File: src/rtl/weight_col_mem_pkg.sv
// Shared definitions for the gate weight stores and their load controllers:
// Q-format word sizing, address sizing helper and the load FSM state type.
package weight_col_mem_pkg;

  localparam int DEF_NROW = 16;
  localparam int DEF_NCOL = 8;
  localparam int DEF_QN   = 6;
  localparam int DEF_QM   = 11;

  // Bits needed to index n entries, never less than one.
  function automatic int clog2_min1(input int n);
    int w;
    w = 1;
    for (int i = 1; i < 31; i++) begin
      if ((1 << i) < n) w = i + 1;
    end
    return w;
  endfunction

  function automatic int word_width(input int qn, input int qm);
    return qn + qm + 1;
  endfunction

  function automatic int column_width(input int qn, input int qm, input int nrow);
    return word_width(qn, qm) * nrow;
  endfunction

  typedef enum logic {
    IDLE = 1'b0,
    LOAD = 1'b1
  } load_state_t;

endpackage

File: src/rtl/wcm_load_ctrl.sv
// Serial load sequencer: walks row/column counters column-major over the
// weight matrix and flags a complete, consistent matrix with mem_valid.
module wcm_load_ctrl
  import weight_col_mem_pkg::*;
#(
  parameter int NROW          = DEF_NROW,
  parameter int NCOL          = DEF_NCOL,
  parameter int ROW_BITWIDTH  = clog2_min1(NROW),
  parameter int ADDR_BITWIDTH = clog2_min1(NCOL)
) (
  input  logic                     clk,
  input  logic                     reset,
  input  logic                     i_load_start,
  input  logic                     i_load_valid,
  output logic                     o_load_ready,
  output logic                     o_load_done,
  output logic                     o_mem_valid,
  output logic                     o_wr_en,
  output logic [ROW_BITWIDTH-1:0]  o_row,
  output logic [ADDR_BITWIDTH-1:0] o_col
);

  localparam logic [ROW_BITWIDTH-1:0]  ROW_LAST = ROW_BITWIDTH'(NROW - 1);
  localparam logic [ADDR_BITWIDTH-1:0] COL_LAST = ADDR_BITWIDTH'(NCOL - 1);

  load_state_t              r_state;
  load_state_t              w_state_nxt;
  logic [ROW_BITWIDTH-1:0]  r_row;
  logic [ADDR_BITWIDTH-1:0] r_col;
  logic                     r_load_done;
  logic                     r_mem_valid;
  logic                     w_accept;
  logic                     w_last;

  // A restart pulse wins over any word presented in the same cycle.
  always_comb begin
    w_accept    = (r_state == LOAD) && i_load_valid && !i_load_start;
    w_last      = w_accept && (r_row == ROW_LAST) && (r_col == COL_LAST);
    w_state_nxt = r_state;
    unique case (r_state)
      IDLE: if (i_load_start) w_state_nxt = LOAD;
      LOAD: begin
        if (i_load_start)  w_state_nxt = LOAD;
        else if (w_last)   w_state_nxt = IDLE;
      end
      default: w_state_nxt = IDLE;
    endcase
  end

  always_ff @(posedge clk or posedge reset) begin
    if (reset) r_state <= IDLE;
    else       r_state <= w_state_nxt;
  end

  always_ff @(posedge clk or posedge reset) begin
    if (reset) begin
      r_row       <= '0;
      r_col       <= '0;
      r_load_done <= 1'b0;
      r_mem_valid <= 1'b0;
    end else begin
      r_load_done <= w_last;
      if (i_load_start) begin
        r_row       <= '0;
        r_col       <= '0;
        r_mem_valid <= 1'b0;
      end else if (w_accept) begin
        if (r_row == ROW_LAST) begin
          r_row <= '0;
          r_col <= (r_col == COL_LAST) ? '0 : r_col + 1'b1;
        end else begin
          r_row <= r_row + 1'b1;
        end
        if (w_last) r_mem_valid <= 1'b1;
      end
    end
  end

  assign o_load_ready = (r_state == LOAD);
  assign o_load_done  = r_load_done;
  assign o_mem_valid  = r_mem_valid;
  assign o_wr_en      = w_accept;
  assign o_row        = r_row;
  assign o_col        = r_col;

endmodule

File: src/rtl/weight_col_mem.sv
// Column-organised weight store: one registered NROW-word column per cycle
// for the requested address, filled column-major from a serial load port.
module weight_col_mem
  import weight_col_mem_pkg::*;
#(
  parameter int NROW           = DEF_NROW,
  parameter int NCOL           = DEF_NCOL,
  parameter int QN             = DEF_QN,
  parameter int QM             = DEF_QM,
  parameter int BITWIDTH       = word_width(QN, QM),
  parameter int LAYER_BITWIDTH = BITWIDTH * NROW,
  parameter int ADDR_BITWIDTH  = clog2_min1(NCOL)
) (
  input  logic                      clk,
  input  logic                      reset,
  input  logic                      load_start,
  input  logic [BITWIDTH-1:0]       load_word,
  input  logic                      load_valid,
  output logic                      load_ready,
  output logic                      load_done,
  output logic                      mem_valid,
  input  logic [ADDR_BITWIDTH-1:0]  colAddress,
  output logic [LAYER_BITWIDTH-1:0] weightMem
);

  localparam int ROW_BITWIDTH = clog2_min1(NROW);

  logic [LAYER_BITWIDTH-1:0] r_mem [NCOL];
  logic [LAYER_BITWIDTH-1:0] r_weight;
  logic                      w_wr_en;
  logic [ROW_BITWIDTH-1:0]   w_row;
  logic [ADDR_BITWIDTH-1:0]  w_col;
  logic [NROW-1:0]           w_row_we;
  logic                      w_addr_ok;

  wcm_load_ctrl #(
    .NROW          (NROW),
    .NCOL          (NCOL),
    .ROW_BITWIDTH  (ROW_BITWIDTH),
    .ADDR_BITWIDTH (ADDR_BITWIDTH)
  ) u_load_ctrl (
    .clk          (clk),
    .reset        (reset),
    .i_load_start (load_start),
    .i_load_valid (load_valid),
    .o_load_ready (load_ready),
    .o_load_done  (load_done),
    .o_mem_valid  (mem_valid),
    .o_wr_en      (w_wr_en),
    .o_row        (w_row),
    .o_col        (w_col)
  );

  always_comb begin
    w_row_we = '0;
    for (int r = 0; r < NROW; r++) begin
      w_row_we[r] = w_wr_en && (w_row == ROW_BITWIDTH'(r));
    end
  end

  // Storage is deliberately not reset; mem_valid tells consumers when it is usable.
  always_ff @(posedge clk) begin
    for (int r = 0; r < NROW; r++) begin
      if (w_row_we[r]) r_mem[w_col][r*BITWIDTH +: BITWIDTH] <= load_word;
    end
  end

  generate
    if (NCOL == (1 << ADDR_BITWIDTH)) begin : g_addr_full
      assign w_addr_ok = 1'b1;
    end else begin : g_addr_range
      localparam logic [ADDR_BITWIDTH:0] NCOL_LIM = (ADDR_BITWIDTH + 1)'(NCOL);
      assign w_addr_ok = ({1'b0, colAddress} < NCOL_LIM);
    end
  endgenerate

  always_ff @(posedge clk or posedge reset) begin
    if (reset)          r_weight <= '0;
    else if (w_addr_ok) r_weight <= r_mem[colAddress];
    else                r_weight <= '0;
  end

  assign weightMem = r_weight;

endmodule

File: config.mk
export PLATFORM = sky130hd
export DESIGN_NAME = weight_col_mem
export DESIGN_NICKNAME = d
export VERILOG_FILES = /design/src/rtl/weight_col_mem_pkg.sv /design/src/rtl/wcm_load_ctrl.sv /design/src/rtl/weight_col_mem.sv
export SDC_FILE = /design/constraint.sdc
export NUM_CORES = 2
export LEC_CHECK = 0
export ABC_AREA = 1
export BUFFER_PORTS_ARGS = -buffer_cell sky130_fd_sc_hd__buf_2
export CORE_ASPECT_RATIO = 1.1
export CORE_MARGIN = 2
export CORE_UTILIZATION = 60
export CTS_BUF_LIST = sky130_fd_sc_hd__clkbuf_16
export CTS_CLUSTER_DIAMETER = 30
export DETAILED_ROUTE_END_ITERATION = 6
export GPL_TIMING_DRIVEN = 0
export PLACE_DENSITY = 0.75
export SLEW_MARGIN = 20
export SYNTH_ARGS = -nofsm -noshare
export SYNTH_HDL_FRONTEND = slang
export SYNTH_HIERARCHICAL = 1
export SYNTH_SLANG_ARGS = --single-unit
File: constraint.sdc
create_clock -name clk -period 14.98 [get_ports clk]
set_clock_uncertainty 0.15 [all_clocks]
set_input_delay 1.498 -clock clk [delete_from_list [all_inputs] [get_ports clk]]
set_output_delay 1.498 -clock clk [all_outputs]
set_load 0.03 [all_outputs]
==> impl_metrics.toml <==
[floorplanning]
core_area_um2 = 179300
die_area_um2 = 183800
num_rows = 163
die_h_um = 449.5
boundaryPins = 316
initial_core_util_pct = 60.39
die_w_um = 409.0

[cells_and_area]
fin_area_um2 = 130400
layout_common_cells = "nand2_1, inv_1, edfxtp_1"
instances_no_fill = 14120
n_fill_cell = 11230
syn2layout_area_growth_pct = 20.50
final_core_util_pct = 72.76
layout_commonest_cell = "nand2_1"
final_nets = 11380
drive_above_1_share_pct = 14.27

[timing]
timing.fmax_mhz = 250.0
tns_ns = 0
rsz0062_at_grt = "no"
slew_viol_final = 0
period_needed_ns = 4.000
report.final.setup_viol = 0
worst_slew_pin_slew_ns = 1.225
hold_viol = 0
slew-limit-headroom_pct = 18.35
setup_ws_ns = 10.98
finalCritPeriodShare_pct = 26.70

[grt]
grt_max_degree = 100
gr-total-overflow = 0
grt_pass1_wl_mm = 433.2
grt_pass1_vias = 74880
antenna_found_initial = 14
grt_usage_pct = 31.37

[synthesis]
synthesis.area_um2 = 108300
synth_cell_types = 25
postSynthCellCount = 10480
synth_seq_cells = 2602
syn_area_per_cell_um2 = 10.33
ys_seq_area_share_pct = 70.80
ys_warn_count = 6
syn_nets = 10510

[clocking]
h-tree-depth = 5
cts_buffer_depth = 4
cts_tree = "yes"
cts_hold_buf = 0
cts_buffers = 450
cts-root-buf = "clkbuf_16"
clock-sinks = 2602
cts.reportedPaths.clkPinSlew_ns = 0.05
clkLatencyLatePin_ns = 1.00
post-cts-setup-buffers = 0
postCtsResizedCells = 0

[setup_path]
crit_arrival_ns = 4.46
path_class = "primary input to flip-flop"
crit_fanout = 18
worst-r2r-setup-slack_ns = 11.23
r2r-end = "r_mem[2][130]"
critPathLaunchType = "primary input"
worst_r2r_path_depth = 6
timing.rr.start = "u_load_ctrl/o_load_ready"
critPathRequiredTime_ns = 15.44
critPathCaptureType = "flip-flop"

[detailed_routing]
drtIter0Drc = 8821
wl_mm = 289.6
dr.pass1.iters = 6
drc_errors = 0
detail_route.wl_per_cell_um = 20.51
vias = 74980
vias_per_cell = 5.309
ant_nets = 0

[placed_design]
placed_cell_area_um2 = 115200
globalplace.congestion = 0.8740
place_ws_ns = 9.958
portBuffers = 312
dp_cells = 13290
dp_hpwl_mm = 176.5

[power]
power_leakage_nw = 60.52
p_per_area_nw_per_um2 = 147.6
ir_worst_vdd_mv = 0.1447

[run_status]
status = "finished, final reports clean"

[job]
drv_cap = 0

[worst_hold_path]
worstHoldPathType = "primary input to asynchronous set/reset pin"
==> synthesized netlist by cell type <==
library cell	number	area share, %
nand3_4	1	0.016
ha_1	3	0.035
or2_2	1	0.0058
inv_1	2322	8.1
clkbuf_1	99	0.34
nand2_2	1	0.0058
inv_4	1	0.0058
clkinv_2	1	0.0046
nor2_1	133	0.46
buf_1	11	0.038
o21ai_0	1	0.0046
nand4_1	1	0.0058
xnor2_1	1	0.0081
buf_4	24	0.17
nor2_4	1	0.010
nand3_2	1	0.0092
nand3_1	1164	5.4
buf_2	316	1.5
dfrtp_1	298	6.9
o21ai_1	1	0.0046
inv_2	1	0.0035
buf_6	3	0.031
nor3_1	5	0.023
edfxtp_1	2304	64
nand2_1	3785	13
==> critical path: stages <==
cell and delay, ns:
buf_2 0.15, inv_1 0.14, nand3_2 0.14, inv_1 0.13, inv_1 0.08, nor3_1 0.65, nand2_1 0.69, nor2_2 0.93
==> stage by stage <==
stage | total power [W] | hold slack, ns
after floorplan | 0.008710 | 0.3945
after global placement | 0.009162 | 0.4523
after detailed placement | 0.009202 | 0.4729
after CTS | 0.01928 | 0.2541
after global routing | 0.01971 | 0.2945
final | 0.01926 | 0.2929
==> layer usage <==
metal / vias up / track usage [%] / share of wire, %
li1: 34480 / - / -
met1: 35430 / 41.43 / 38
met2: 4308 / 50.04 / 47
met3: 761 / 6.061 / 11
met4: 2 / 15.86 / 5.1
met5: - / 0 / 0.0041
==> area by class of cell <==
cell class | instances | area (um^2) | share of cell area [%]
Clock buffer | 460 | 11510 | 8.825
Buffer | 453 | 2223 | 1.704
Timing Repair Buffer | 423 | 3565 | 2.733
Inverter | 2325 | 8738 | 6.699
Clock inverter | 366 | 3737 | 2.865
Antenna cell | 2 | 5.005 | 0.003837
Tap cell | 2392 | 2993 | 2.294
Sequential cell | 2602 | 76640 | 58.76
Multi-Input combinational cell | 5099 | 21030 | 16.12
==> worst max-delay path by stage <==
stage,slack (ns),startpoint,to,cells past startpoint
2_1_floorplan,5.38,reset,weightMem[0],1
6_report,10.98,load_start,r_mem[2][130],8
3_5_place_dp,9.96,load_start,r_mem[2][131],8
4_1_cts,11.00,load_start,r_mem[2][141],8
3_3_place_gp,1.84,reset,weightMem[129],2
5_1_grt,10.80,load_start,r_mem[2][142],8
==> report_power, final <==
group | switching [W] | internal [W]
Sequential | 0.0000337 | 0.00799
Combinational | 0.000822 | 0.000249
Clock | 0.00358 | 0.00658
==> cell families after synthesis <==
group | after synthesis | synth area share [%]
adder cells (fa/ha/maj) | 3 | 0.03468
AO/OA/AOI/OAI | 2 | 0.009238
buffers and inverters | 2778 | 10.11
flip-flops | 2602 | 70.80
AND/OR/NAND/NOR | 5093 | 19.04
XOR/XNOR | 1 | 0.008092
==> sequential cells by signal (all words and copies together) (netlist names) <==
signal / count
r_mem: 2304
weightMem: 288
u_load_ctrl/o_row: 4
u_load_ctrl/o_col: 3
u_load_ctrl/o_load_done: 1
u_load_ctrl/o_load_ready: 1
u_load_ctrl/o_mem_valid: 1
(Power assumes the default switching activity.)
